## src/rtl/noise_seq_pkg.sv

```systemverilog
// Shared types and default widths for the noise burst sequencer family.
package noise_seq_pkg;

   localparam int unsigned DATA_W_DEF  = 24;
   localparam int unsigned LEN_W_DEF   = 16;
   localparam int unsigned SHIFT_W_DEF = 5;

   typedef enum logic [2:0] {
      IDLE    = 3'd0,
      ADVANCE = 3'd1,
      LOAD    = 3'd2,
      WAIT_N  = 3'd3,
      WAIT_G  = 3'd4,
      DONE    = 3'd5
   } state_e;

endpackage

```

## src/rtl/noise_atten.sv

```systemverilog
// Combinational arithmetic right shift; shifts of DATA_W or more saturate to the sign.
module noise_atten #(
   parameter int unsigned DATA_W  = 24,
   parameter int unsigned SHIFT_W = 5
) (
   input  logic [DATA_W-1:0]  sample_i,
   input  logic [SHIFT_W-1:0] shift_i,
   output logic [DATA_W-1:0]  sample_o
);

   always_comb begin
      sample_o = '0;
      if (32'(shift_i) >= DATA_W) begin
         sample_o = {DATA_W{sample_i[DATA_W-1]}};
      end else begin
         sample_o = $signed(sample_i) >>> shift_i;
      end
   end

endmodule

```

## src/rtl/noise_burst_sequencer.sv

```systemverilog
// Steps an external LFSR noise generator and streams attenuated samples,
// followed by a silent gap, to the codec write port.
module noise_burst_sequencer
   import noise_seq_pkg::*;
#(
   parameter int unsigned DATA_W  = DATA_W_DEF,
   parameter int unsigned LEN_W   = LEN_W_DEF,
   parameter int unsigned SHIFT_W = SHIFT_W_DEF
) (
   input  logic               clk,
   input  logic               reset,
   input  logic               start,
   input  logic               abort,
   input  logic [LEN_W-1:0]   burst_len,
   input  logic [LEN_W-1:0]   gap_len,
   input  logic [SHIFT_W-1:0] atten,
   output logic               noise_enable,
   input  logic [DATA_W-1:0]  noise_q,
   input  logic               write_ready,
   output logic               write,
   output logic [DATA_W-1:0]  writedata_left,
   output logic [DATA_W-1:0]  writedata_right,
   output logic               busy,
   output logic               done
);

   state_e              state_q, state_d;
   logic [LEN_W-1:0]    count_q, count_d;
   logic [LEN_W-1:0]    burst_q, burst_d;
   logic [LEN_W-1:0]    gap_q, gap_d;
   logic [SHIFT_W-1:0]  atten_q, atten_d;
   logic [DATA_W-1:0]   data_q, data_d;
   logic [DATA_W-1:0]   shifted;
   logic [LEN_W-1:0]    count_inc;

   noise_atten #(
      .DATA_W  (DATA_W),
      .SHIFT_W (SHIFT_W)
   ) u_atten (
      .sample_i (noise_q),
      .shift_i  (atten_q),
      .sample_o (shifted)
   );

   assign count_inc = count_q + LEN_W'(1);

   always_ff @(posedge clk) begin
      if (reset) begin
         state_q <= IDLE;
         count_q <= '0;
         burst_q <= '0;
         gap_q   <= '0;
         atten_q <= '0;
         data_q  <= '0;
      end else begin
         state_q <= state_d;
         count_q <= count_d;
         burst_q <= burst_d;
         gap_q   <= gap_d;
         atten_q <= atten_d;
         data_q  <= data_d;
      end
   end

   always_comb begin
      state_d      = state_q;
      count_d      = count_q;
      burst_d      = burst_q;
      gap_d        = gap_q;
      atten_d      = atten_q;
      data_d       = data_q;
      noise_enable = 1'b0;
      write        = 1'b0;
      done         = 1'b0;
      busy         = (state_q != IDLE);

      unique case (state_q)
         IDLE: begin
            if (start && !abort) begin
               burst_d = burst_len;
               gap_d   = gap_len;
               atten_d = atten;
               count_d = '0;
               if (burst_len == '0 && gap_len == '0) begin
                  state_d = DONE;
               end else if (burst_len == '0) begin
                  state_d = WAIT_G;
                  data_d  = '0;
               end else begin
                  state_d = ADVANCE;
               end
            end
         end
         ADVANCE: begin
            noise_enable = 1'b1;
            state_d      = LOAD;
         end
         LOAD: begin
            data_d  = shifted;
            state_d = WAIT_N;
         end
         WAIT_N: begin
            write = write_ready && !abort;
            if (write) begin
               if (count_inc == burst_q) begin
                  count_d = '0;
                  if (gap_q != '0) begin
                     state_d = WAIT_G;
                     data_d  = '0;
                  end else begin
                     state_d = DONE;
                  end
               end else begin
                  count_d = count_inc;
                  state_d = ADVANCE;
               end
            end
         end
         WAIT_G: begin
            write = write_ready && !abort;
            if (write) begin
               if (count_inc == gap_q) begin
                  count_d = '0;
                  state_d = DONE;
               end else begin
                  count_d = count_inc;
               end
            end
         end
         DONE: begin
            done    = !abort;
            state_d = IDLE;
         end
         default: state_d = IDLE;
      endcase

      // Abort takes priority over every transition out of a busy state.
      if (abort && state_q != IDLE) begin
         state_d = IDLE;
         count_d = '0;
      end
   end

   assign writedata_left  = data_q;
   assign writedata_right = data_q;

endmodule

```

## config.mk

```make
export PLATFORM = sky130hd
export DESIGN_NAME = noise_burst_sequencer
export DESIGN_NICKNAME = d
export VERILOG_FILES = /design/src/rtl/noise_seq_pkg.sv /design/src/rtl/noise_atten.sv /design/src/rtl/noise_burst_sequencer.sv
export SDC_FILE = /design/constraint.sdc
export NUM_CORES = 1
export LEC_CHECK = 0
export BUFFER_PORTS_ARGS = -buffer_cell sky130_fd_sc_hd__buf_2
export CAP_MARGIN = 20
export CORE_MARGIN = 4
export CORE_UTILIZATION = 56
export DETAILED_ROUTE_END_ITERATION = 7
export PLACE_DENSITY = 0.81
export SLEW_MARGIN = 40
export SYNTH_ARGS = -nofsm -noshare
export SYNTH_HDL_FRONTEND = slang
export SYNTH_SLANG_ARGS = --single-unit
```

## constraint.sdc

```tcl
create_clock -name clk -period 3.5 [get_ports clk]
set_input_delay 0.525 -clock clk [delete_from_list [all_inputs] [get_ports clk]]
set_output_delay 0.525 -clock clk [all_outputs]
set_load 0.005 [all_outputs]
```

== Word-level counts from Yosys, hierarchy flattened ==
Cells that the tools add are included.
Operators by class
  mux-type cells: 26
  eq/ne operators: 15
  reduce and logical (&&, ||, !) cells: 18
  shifts and indexed selects: 1
  magnitude comparators: 1
  divide/modulo/power cells: 0
  $add $sub $neg: 1
  bitwise gates (word level): 0
  multiply operators: 0
Operators by type and width (number)
  $mux W24: 7
  $mux W16: 5
  $pmux W24 S3: 1
  $pmux W16 S3: 1
  $eq A16 B16 Y1: 2
  $logic_not A16 Y1: 2
  $sshr A24 B5 Y24: 1
  $mux W3: 7
  $add A16 B1 Y16 const B: 1
  $ne A2 B2 Y1 const B: 8
  $reduce_bool A16 Y1: 1
  $pmux W3 S5: 1
  $reduce_bool A3 Y1: 3
  $reduce_and A4 Y1: 2
  $reduce_and A7 Y1: 1
  $eq A3 B2 Y1 const B: 2
  $eq A3 B3 Y1 const B: 2
  $ge A5 B5 Y1 const B: 1
  $logic_and A1 B1 Y1: 4
  $mux W1: 4
  $reduce_or A2 Y1: 2
  $eq A3 B1 Y1 const B: 1
  $logic_not A3 Y1: 1
  $reduce_and A2 Y1: 1
  $logic_not A1 Y1: 1
Storage, ports and cells
  bits in read-only memories: 0
  output and inout bits: 52
  RAM bits: 0
  input bits: 66
  memories: 0
  register bits: 80
  latch bits: 0

== Logic depth before layout (Yosys ltp) ==
Gate-level depths: netlist (run 1).
  depth after elaboration: 5
  mapped depth: 11
  gate-level depth less buffers: 9

== Hierarchy ==
From an unflattened synthesis (run 1), not the netlist that was laid out.
Unflattened totals
  cell total of the unflattened synthesis: 711
  area, all modules: 5997.0 um^2
Modules (own cells, without submodules)
  noise_burst_sequencer: seq. area each 1601.5 um^2, instances 1, cells each 551, area an instance 4509.3 um^2
  noise_atten: seq. area each 0.0 um^2, instances 1, cells each 160, area an instance 1487.7 um^2

== Worst setup path after synthesis (run 1) ==
Ideal clock, no wire load.
  path type: register to register
  start point: register count_q[1]
  end point: register data_q[10], in the netlist writedata_left[10]
  stages on the path, launching flop included: 11
  path slack: 0.768 ns
  data arrival time: 2.616 ns
  library setup time: 0.117 ns
  path buffers: 1
  cells stage by stage: dfxtp_1 -> ha_1 -> nand3_2 -> nor4_2 -> xnor3_1 -> o211ai_1 -> or4_4 -> o21ai_2 -> a21oi_2 -> buf_6 -> a22o_1
Between the ends
  word-level cells in the longest chain between the ends: 4
Ends and longest elaborated chain
  start, declared: RTL line noise_burst_sequencer.sv:28  | logic [LEN_W-1:0] count_q, count_d;
  start signal, assigned: RTL line noise_burst_sequencer.sv:57  | count_q <= count_d;
  $add A16 B1 Y16: RTL line noise_burst_sequencer.sv:45  | assign count_inc = count_q + LEN_W'(1);
  $eq A16 B16 Y1: RTL line noise_burst_sequencer.sv:105  | if (count_inc == burst_q) begin
  $ne A2 B2 Y1 (no line)
  $reduce_and A7 Y1 (no line)
  end signal, assigned: RTL line noise_burst_sequencer.sv:61  | data_q <= data_d;
  end, declared: RTL line noise_burst_sequencer.sv:32  | logic [DATA_W-1:0] data_q, data_d;
Every way passes these cells.
A chain may end at the register's enable or synchronous reset.

== Worst setup path in the final report (run 1) ==
  start point: register count_q[1]
  end point: register count_q[5]
Between the ends
  word-level cells in the longest chain between the ends: 5
  elaborated cells on any way between the ends: 8
  classes of those cells: add/sub (1); eq/ne (2); mux (5)
Ends and longest elaborated chain
  $add A16 B1 Y16 (*): RTL line noise_burst_sequencer.sv:45
  $eq A16 B16 Y1, on equally long branches: RTL line noise_burst_sequencer.sv:122, noise_burst_sequencer.sv:105
  $mux W16, on equally long branches: RTL line noise_burst_sequencer.sv:122, noise_burst_sequencer.sv:105
  $mux W16, on equally long branches: RTL line noise_burst_sequencer.sv:121, noise_burst_sequencer.sv:104
  $pmux W16 S3 (*): RTL line noise_burst_sequencer.sv:77  | unique case (state_q)
Every way passes the cells marked *; elsewhere a longest branch is shown, timed or not. The select of a mux whose other input is x is not followed.

==> reports/results.ini, run 1 <==
[outcome]
status = finished, final reports clean

[cells_and_area]
drive_above_1_share_pct = 22.9
layout_commonest_cell = nand2_1
layout.nets = 873
layout_common_cells = nand2_1, buf_2, dfxtp_1, a21oi_1, nor2_1
ff_latch_area_um2 = 1600
fill_cells = 887
area_growth_pct = 12.4
antenna_cells = 0
multiInputGateArea_um2 = 3650

[sta]
finalSetupViolations = 0
final_max_slew_viol_count = 0
finalClockSkew_ns = 0.0110
tns_ns = 0
period_minus_slack_ns = 3.25
finalCritPeriodShare_pct = 92.8
max_clock_freq_mhz = 308
max_slew_margin_pct = 50.8
rsz0062_at_grt = false
finalHoldViolCount = 0
tightest_slew_ns = 0.737

[die]
start_util_pct = 58.0
core_um2 = 9860
die-area_um2 = 11900
die_w_um = 109
num_rows = 36
die_h_um = 109
ios = 118

[clocking]
ctsHoldBuffers = 0
clk_path_buf_depth = 2
cts.clk_slew.worst_paths_ns = 0.09
clockRootBuffer = clkbuf_8
cts_sinks = 80
htreeDepth = 3
cts-buffers-inserted = 9
clock_latency_ns = 0.37
cts_tree = done

[logic_synthesis]
synth_ff_type = dfxtp_1
syn_area_um2 = 5720
synth_edf_count = 0
synth-seq-area-share_pct = 28.0
synth_nets = 809
synth_warnings = 0
synth_cell_types = 72
avgSynthCellArea_um2 = 7.70
ys_ff_latch = 80
ys_async_sr_fraction_pct = 0
netlist_instances = 742

[global_route]
grt_max_degree = 44
antenna_found_initial = 0
gr-total-overflow = 0
grt_pass1_vias = 5229
grt_pass1_wl_um = 26900
grt_use_total_pct = 28.7

[critical_path]
arrival_ns = 3.49
end_kind = register
required_ns = 3.74
cp_max_fo = 12
path_class = reg -> reg
cp-start-kind = register

[flow_run]
cap_violations = 0

[routing]
first_pass_iters = 6
vias = 5754
wl_per_cell_um = 17.5
wl_um = 16500
route.detailed.drc = 0
ant_nets = 0
via_per_inst = 6.10
drt_iter0_drc = 436

[power]
peakVddDrop_uv = 228
leakage_nw = 2.86
total_power_mw = 2.14
cellPowerDensity_nw_per_um2 = 334

[min_path]
min_path_type = in -> reg

[placement]
detailed_place_hpwl_um = 12700
gp_congestion = 0.978
port-buffer-count = 117

-- synthesized netlist by cell type, types with 12 or more instances --
cell | n | share of area, %
buf_4 | 26 | 3.4
nand2b_1 | 12 | 1.3
o21ai_0 | 27 | 2.4
nor2_1 | 32 | 2.1
o211ai_1 | 12 | 1.6
a211oi_1 | 12 | 1.6
xor2_1 | 13 | 2.0
nor4_1 | 16 | 1.8
dfxtp_1 | 80 | 28
nand3_1 | 12 | 1.1
clkbuf_1 | 42 | 2.8
mux2i_1 | 30 | 5.3
a21oi_1 | 65 | 5.7
a21o_1 | 15 | 2.0
nor2b_1 | 13 | 1.4
nand4_1 | 12 | 1.3
nand2_1 | 146 | 9.6
-- worst paths after layout --
| check | start | endpoint | slack (ns) | cells past startpoint |
|---|---|---|---|---|
| worst max-delay path | count_q[1]$_SDFFE_PP0P_ | count_q[5]$_SDFFE_PP0P_ | 0.25 | 9 |
| worst min register to register | writedata_left[2]$_SDFFE_PP0P_ | writedata_left[2]$_SDFFE_PP0P_ | 0.47 | 1 |
| worst max register to register | count_q[1]$_SDFFE_PP0P_ | count_q[5]$_SDFFE_PP0P_ | 0.25 | 9 |
| worst min-delay path | burst_len[1] | burst_q[1]$_SDFFE_PP0P_ | 0.40 | 3 |
-- layout make-up --
type / instances / area share [%]
multi-input cells: 567 / 56.8
flip-flops and latches: 80 / 24.9
repair buffers: 138 / 11.9
well taps: 133 / 2.59
clock buffers: 11 / 2.20
clock inverters: 5 / 0.993
inverters: 10 / 0.584
-- report_power, final --
group,internal (mW),switching (mW),total [mW]
clock network,0.356,0.361,0.717
logic,0.187,0.261,0.449
registers,0.942,0.0359,0.978
-- what timing repair did --
item	CTS	global route
gates resized for setup	0	1
setup endpoints to repair	0	2
endpoints found under the hold margin	0	0
buffers inserted	0	0
-- logic make-up after synthesis --
logic type	synth area share [%]
AOI/OAI and AO/OA	23.1
xor gates and xnor gates	6.87
adders and majority gates	0.219
buffers and inverters	8.58
DFF	28.0
muxes	8.01
and+or+nand+nor	25.2
-- layer usage --
metal | vias up | share of wire [%] | GRT usage, %
li1 | 2779 | - | -
met1 | 2663 | 45 | 41.2
met2 | 271 | 44 | 42.7
met3 | 41 | 8.6 | 5.86
met4 | 0 | 2.5 | 10.1
met5 | - | 0 | 0
-- critical path: stages, from the launching register on --
cell and delay [ns]:
dfxtp_1 0.39, ha_1 0.31, and3_1 0.42, nand4_1 0.23, xor3_1 0.30, o211ai_1 0.11, or4_4 0.59, and2_1 0.33
o21ai_2 0.32, o211ai_1 0.14
-- through the flow --
stage	worst slack (ns)	instances	cell area [µm²]	utilization [%]	hold slack (ns)
after global routing	0.0559	944	6420	65.1	0.408
after global placement	0.457	927	6170	62.6	0.450
after detailed placement	0.329	927	6180	62.7	0.455
after CTS	0.302	943	6390	64.8	0.390
after floorplan	0.768	742	5720	-	0.437
final	0.253	944	6420	65.1	0.400
-- flip-flops by register name, indices dropped and copies added, names as in the netlist --
signal / count
writedata_left: 24
burst_q: 16
count_q: 16
atten_q: 5
gap_q: 16
state_q: 3
Power figures use the tool's default switching activity.
==> run 2, diff against run 1 <==
==> constraint.sdc (replaced) <==
create_clock -name clk -period 3.5 [get_ports clk]
set_input_delay 0.175 -clock clk [delete_from_list [all_inputs] [get_ports clk]]
set_output_delay 0.175 -clock clk [all_outputs]
set_load 0.005 [all_outputs]
==> run 2 against run 1 <==
Core utilization decreased by 0.47 points; die area did not move; clock power grew 1%; global-route usage decreased by 0.92 points; largest power group unchanged; clock skew down 0.0011 ns; highest routed layer unchanged; sequential share of layout area up 0.18 points; non-clock buffer count decreased by 2; routed wire length shrank 2.5%.
==> reports/results.ini, run 2 (synthesized netlist as in run 1, its figures left out) <==
[outcome]
status = finished, final reports clean  ; unchanged

[cells_and_area]
layout_common_cells = nand2_1, buf_2, dfxtp_1, a21oi_1, nor2_1  ; unchanged
fill_cells = 870  ; was 887
antenna_cells = 0  ; unchanged
layout_commonest_cell = nand2_1  ; unchanged
finalCoreUtilization_pct = 64.7  ; was 65.1%
layout.cells.non_filler = 942  ; was 944
layout.nets = 871  ; was 873
final_area_um2 = 6380  ; was 6420 µm²
drive_above_1_share_pct = 22.7  ; was 22.9%
largest_reg_flops = 24  ; unchanged
area_growth_pct = 11.6  ; was 12.4%

[die]
start_util_pct = 58.0  ; unchanged
die_w_um = 109  ; unchanged
ios = 118  ; unchanged
die-area_um2 = 11900  ; unchanged
num_rows = 36  ; unchanged
die_h_um = 109  ; unchanged
core_um2 = 9860  ; unchanged

[clocking]
cts_setup_buffers = 0  ; unchanged
clock_latency_ns = 0.36  ; was 0.37 ns
postCtsResizedCells = 0  ; unchanged
cts-buffers-inserted = 9  ; unchanged
cts_tree = done  ; unchanged
cts.clk_slew.worst_paths_ns = 0.09  ; about the same
htreeDepth = 3  ; unchanged
clockRootBuffer = clkbuf_8  ; unchanged
ctsHoldBuffers = 0  ; unchanged
cts_sinks = 80  ; unchanged
clk_path_buf_depth = 2  ; unchanged

[critical_path]
cp_cell_sequence = ha_1, and3_1, nand4_1, xor3_1, o211ai_1, or4_4, and2_1, o21ai_2, o211ai_1  ; unchanged
r2r-start = count_q[1]$_SDFFE_PP0P_  ; unchanged
arrival_ns = 3.47  ; was 3.49 ns
r2r_cells = 9  ; unchanged
cp_max_fo = 12  ; unchanged
r2r_setup_slack_ns = 0.27  ; was 0.25 ns
cp-start-kind = register  ; unchanged
crit_path_frequent_cell = o211ai_1  ; unchanged
cpPeakStageDelay_ns = 0.58  ; was 0.59 ns
reg2reg_to = count_q[5]$_SDFFE_PP0P_  ; unchanged
path_class = reg -> reg  ; unchanged
required_ns = 3.74  ; about the same
cpMaxStageDelayCell = or4_4  ; unchanged
end_kind = register  ; unchanged

[sta]
max_slew_margin_pct = 37.2  ; was 50.8%
whs_ns = 0.0472  ; was 0.400 ns
finalClockSkew_ns = 0.00996  ; was 0.0110 ns
period_minus_slack_ns = 3.23  ; was 3.25 ns
finalCritPeriodShare_pct = 92.2  ; was 92.8%
tightest_slew_ns = 0.934  ; was 0.737 ns
final_max_slew_viol_count = 0  ; unchanged
finalSetupViolations = 0  ; unchanged
finalHoldViolCount = 0  ; unchanged
tns_ns = 0  ; unchanged
rsz0062_at_grt = false  ; unchanged
max_clock_freq_mhz = 310  ; was 308 MHz

[min_path]
hold_start = atten[1]  ; was burst_len[1]
hold_path_end = atten_q[1]$_SDFFE_PP0P_  ; was burst_q[1]$_SDFFE_PP0P_
min_path_type = in -> reg  ; unchanged
hold_depth = 3  ; unchanged

[routing]
vias = 5718  ; was 5,754
drt_iter0_drc = 497  ; was 436
wl_per_cell_um = 17.1  ; was 17.5 µm
wl_um = 16100  ; was 16,500 µm
via_per_inst = 6.07  ; was 6.10
ant_nets = 0  ; unchanged
route.detailed.drc = 0  ; unchanged
first_pass_iters = 5  ; was 6

[placement]
dp.cells = 926  ; was 927
gp_congestion = 0.998  ; was 0.978
dpl_cell_area_um2 = 6170  ; was 6180 µm²
port-buffer-count = 117  ; unchanged
detailed_place_hpwl_um = 12300  ; was 12,700 µm

[global_route]
grt_pass1_vias = 5141  ; was 5,229
grt_max_degree = 44  ; unchanged
gr-usage-met2_pct = 42.9  ; was 42.7%
grtUsageMet1_pct = 40.5  ; was 41.2%
grt.busiest_layer = met2  ; unchanged
met3_usage_pct = 4.03  ; was 5.86%
gr-total-overflow = 0  ; unchanged
antenna_found_initial = 0  ; unchanged
grt_pass1_wl_um = 26000  ; was 26,900 µm
grt_use_total_pct = 27.8  ; was 28.7%

[flow_run]
cap_violations = 0  ; unchanged

[power]
net-switching-power_mw = 0.660  ; was 0.659 mW
netSwitchingFraction_pct = 30.8  ; was 30.7%
p_seq_share_pct = 45.6  ; about the same
intPower_mw = 1.48  ; was 1.49 mW
cellPowerDensity_nw_per_um2 = 336  ; was 334 nW/µm²
leakage_nw = 2.85  ; was 2.86 nW
peakVddDrop_uv = 281  ; was 228 µV
clkPwrFrac_pct = 33.8  ; was 33.4%
p_comb_share_pct = 20.6  ; was 20.9%

==> run 2: worst max-delay path: cells and delay by family (launching register included) <==
| kind | cells | cell delay [ns] |
|---|---|---|
| AOI/OAI and AO/OA | 3 | 0.55 |
| xor gates and xnor gates | 1 | 0.29 |
| DFF | 1 | 0.39 |
| adders and majority gates | 1 | 0.32 |
| and+or+nand+nor | 4 | 1.56 |
==> run 2: power groups by stage <==
stage          clock, mW  combinational, mW  sequential [mW]
6_report           0.725              0.442            0.977
5_1_grt            0.766              0.488            0.982
2_1_floorplan          0              0.307            0.984
3_3_place_gp           0              0.425            0.995
3_5_place_dp           0              0.432            0.998
4_1_cts            0.737              0.434            0.976
==> run 2: per-layer routing <==
layer / vias up / part of all wire [%]
met3: 27 / 8.6
met4: 0 / 1.5
met1: 2658 / 46
met2: 265 / 44
li1: 2768 / -
met5: - / 0
==> run 2: final cells by class <==
type,count,area [µm²],share of cell area [%]
multi-input cells,567,3630,57.0
flip-flops and latches,80,1600,25.1
repair buffers,136,728,11.4
well taps,133,166,2.61
clock buffers,10,138,2.16
clock inverters,6,72.6,1.14
inverters,10,37.5,0.588
==> run 2: worst max-delay path by stage <==
stage                            start                         endpoint  cells after the start
2_1_floorplan  count_q[1]$_SDFFE_PP0P_  writedata_left[10]$_SDFFE_PP0P_                     10
3_3_place_gp   count_q[6]$_SDFFE_PP0P_          count_q[5]$_SDFFE_PP0P_                      8
3_5_place_dp   count_q[1]$_SDFFE_PP0P_          count_q[5]$_SDFFE_PP0P_                      9
4_1_cts        count_q[6]$_SDFFE_PP0P_          count_q[5]$_SDFFE_PP0P_                      8
5_1_grt        count_q[6]$_SDFFE_PP0P_          count_q[5]$_SDFFE_PP0P_                      8
6_report       count_q[1]$_SDFFE_PP0P_          count_q[5]$_SDFFE_PP0P_                      9
==> run 2: metrics by stage <==
step,total power [mW],setup slack (ns)
5_1_grt,2.24,0.0405
3_5_place_dp,1.43,0.303
6_report,2.14,0.272
3_3_place_gp,1.42,0.431
2_1_floorplan,1.29,0.768
4_1_cts,2.15,0.312
==> run 3, diff against run 2 <==
--- a/config.mk
+++ b/config.mk
@@ -11,6 +11,7 @@
 export CORE_UTILIZATION = 56
 export DETAILED_ROUTE_END_ITERATION = 7
 export PLACE_DENSITY = 0.81
+export SETUP_SLACK_MARGIN = 0.5
 export SLEW_MARGIN = 40
 export SYNTH_ARGS = -nofsm -noshare
 export SYNTH_HDL_FRONTEND = slang
==> run 3 against run 2 <==
Critical path depth grew 1; core utilization grew 0.70 points; non-clock buffer count grew 2; total power grew 0.14%; routed wire length grew 0.83%; sequential power is essentially flat; register-to-register slack gained 0.36 ns; via count grew 0.86%; flip-flop and latch count is the same; sequential share of layout area shrank 0.19 points; largest cell class unchanged; largest power group unchanged.
==> reports/results.ini, run 3 (synthesized netlist as in run 1, its figures left out) <==
[global_route]
gr-total-overflow = 0  ; unchanged
antenna_found_initial = 0  ; unchanged
grt_max_degree = 44  ; unchanged
grt_use_total_pct = 27.8  ; about the same
met3_usage_pct = 4.03  ; unchanged
grt.busiest_layer = met2  ; unchanged
grt_pass1_vias = 5147  ; was 5,141
grt_pass1_wl_um = 26000  ; about the same
gr-usage-met2_pct = 42.9  ; about the same
grtUsageMet1_pct = 40.6  ; was 40.5%

[die]
die-area_um2 = 11900  ; unchanged
num_rows = 36  ; unchanged
die_w_um = 109  ; unchanged
start_util_pct = 58.0  ; unchanged
core_um2 = 9860  ; unchanged
die_h_um = 109  ; unchanged
ios = 118  ; unchanged

[sta]
finalCritPeriodShare_pct = 81.9  ; was 92.2%
finalSetupViolations = 0  ; unchanged
period_minus_slack_ns = 2.87  ; was 3.23 ns
finalHoldViolCount = 0  ; unchanged
max_clock_freq_mhz = 349  ; was 310 MHz
tightest_slew_ns = 0.923  ; was 0.934 ns
tns_ns = 0  ; unchanged
final_max_slew_viol_count = 0  ; unchanged
finalClockSkew_ns = 0.00963  ; was 0.00996 ns
max_slew_margin_pct = 37.9  ; was 37.2%
whs_ns = 0.0490  ; was 0.0472 ns
rsz0062_at_grt = false  ; unchanged

[critical_path]
end_kind = register  ; unchanged
reg2reg_to = writedata_left[9]$_SDFFE_PP0P_  ; was count_q[5]$_SDFFE_PP0P_
cp_max_fo = 24  ; was 12
path_class = reg -> reg  ; unchanged
r2r_setup_slack_ns = 0.63  ; was 0.27 ns
arrival_ns = 3.13  ; was 3.47 ns
required_ns = 3.76  ; was 3.74 ns
r2r_cells = 10  ; was 9
cp-start-kind = register  ; unchanged
r2r-start = count_q[4]$_SDFFE_PP0P_  ; was count_q[1]$_SDFFE_PP0P_

[power]
clkPwrFrac_pct = 33.8  ; about the same
peakVddDrop_uv = 273  ; was 281 µV
net-switching-power_mw = 0.663  ; was 0.660 mW
leakage_nw = 2.87  ; was 2.85 nW
cellPowerDensity_nw_per_um2 = 333  ; was 336 nW/µm²
intPower_mw = 1.48  ; about the same
p_comb_share_pct = 20.6  ; about the same
p_seq_share_pct = 45.5  ; was 45.6%
netSwitchingFraction_pct = 30.9  ; was 30.8%

[placement]
detailed_place_hpwl_um = 12300  ; unchanged
port-buffer-count = 117  ; unchanged
gp_congestion = 0.998  ; unchanged

[clocking]
htreeDepth = 3  ; unchanged
cts.clk_slew.worst_paths_ns = 0.09  ; about the same
clk_path_buf_depth = 2  ; unchanged
cts_tree = done  ; unchanged
ctsHoldBuffers = 0  ; unchanged
clockRootBuffer = clkbuf_8  ; unchanged
clock_latency_ns = 0.36  ; about the same
cts-buffers-inserted = 9  ; unchanged
cts_sinks = 80  ; unchanged

[cells_and_area]
antenna_cells = 0  ; unchanged
ff_latch_area_um2 = 1610  ; was 1600 µm²
area_growth_pct = 12.8  ; was 11.6%
drive_above_1_share_pct = 23.9  ; was 22.7%
layout.nets = 873  ; was 871
layout_commonest_cell = nand2_1  ; unchanged
largest_reg_flops = 24  ; unchanged
multiInputGateArea_um2 = 3680  ; was 3630 µm²
fill_cells = 860  ; was 870
layout_common_cells = nand2_1, buf_2, dfxtp_1, a21oi_1, nor2_1  ; unchanged

[min_path]
min_path_type = in -> reg  ; unchanged
hold_path_end = atten_q[1]$_SDFFE_PP0P_  ; unchanged
hold_start = atten[1]  ; unchanged
hold_depth = 3  ; unchanged

[routing]
wl_um = 16300  ; was 16,100 µm
first_pass_iters = 7  ; was 5
route.detailed.drc = 0  ; unchanged
ant_nets = 0  ; unchanged
drt_iter0_drc = 475  ; was 497
via_per_inst = 6.11  ; was 6.07
vias = 5767  ; was 5,718
wl_per_cell_um = 17.2  ; was 17.1 µm

[outcome]
status = finished, final reports clean  ; unchanged

[flow_run]
cap_violations = 0  ; unchanged

[run 3: cell count changes in the layout (fill, tap and decap cells not counted), sizes merged]
| cell | previous run | this run |
|---|---|---|
| buf | 136 | 138 |
[run 3: power by group through the flow]
stage               Sequential (mW)  Clock (mW)  Combinational [mW]
floorplan                     0.984           0               0.307
global placement              0.995           0               0.425
detailed placement            0.998           0               0.432
CTS                           0.976       0.737               0.435
global route                  0.982       0.766               0.489
finish                        0.977       0.726               0.443
[run 3: per-stage QoR]
step | power, mW | setup slack, ns | instance area, µm² | utilization, % | cells
2_1_floorplan | 1.29 | 0.768 | 5720 | - | 742
3_3_place_gp | 1.42 | 0.431 | 6160 | 62.5 | 926
3_5_place_dp | 1.43 | 0.303 | 6170 | 62.5 | 926
4_1_cts | 2.15 | 0.540 | 6410 | 64.9 | 942
5_1_grt | 2.24 | 0.504 | 6450 | 65.4 | 944
6_report | 2.15 | 0.633 | 6450 | 65.4 | 944
[run 3: metal layers]
layer	vias to the layer above	wire (µm)
li1	2773	-
met3	25	1330
met2	288	7130
met4	0	230
met1	2681	7560
met5	-	0
[run 3: worst max-delay path by stage]
| stage | startpoint | endpoint | slack (ns) |
|---|---|---|---|
| global route | count_q[5]$_SDFFE_PP0P_ | writedata_left[9]$_SDFFE_PP0P_ | 0.50 |
| finish | count_q[4]$_SDFFE_PP0P_ | writedata_left[9]$_SDFFE_PP0P_ | 0.63 |
| CTS | count_q[1]$_SDFFE_PP0P_ | writedata_left[9]$_SDFFE_PP0P_ | 0.54 |
| detailed placement | count_q[1]$_SDFFE_PP0P_ | count_q[5]$_SDFFE_PP0P_ | 0.30 |
| floorplan | count_q[1]$_SDFFE_PP0P_ | writedata_left[10]$_SDFFE_PP0P_ | 0.77 |
| global placement | count_q[6]$_SDFFE_PP0P_ | count_q[5]$_SDFFE_PP0P_ | 0.43 |
[run 3: what timing repair did]
item,CTS,global route
resized for setup,5,8
buffers inserted,0,2
pin swaps,0,2
setup endpoints to repair,39,41
endpoints found under the hold margin,0,0
cloned,0,0
[run 3: cell type report]
class / count / area share (%)
clock inverter: 6 / 1.13
tap: 133 / 2.58
inverter: 10 / 0.582
timing repair buffer: 138 / 11.5
sequential: 80 / 24.9
multi-input combinational: 567 / 57.1
clock buffer: 10 / 2.13
[run 3: worst max-delay path: stages (launching register included)]
cell and delay, ns:
dfxtp_1 0.38, buf_4 0.22, and3_1 0.29, nand4_1 0.21, xor3_1 0.27, o211ai_1 0.09, or4_4 0.58, o21ai_2 0.16
a21oi_2 0.07, buf_4 0.24, a22o_1 0.25
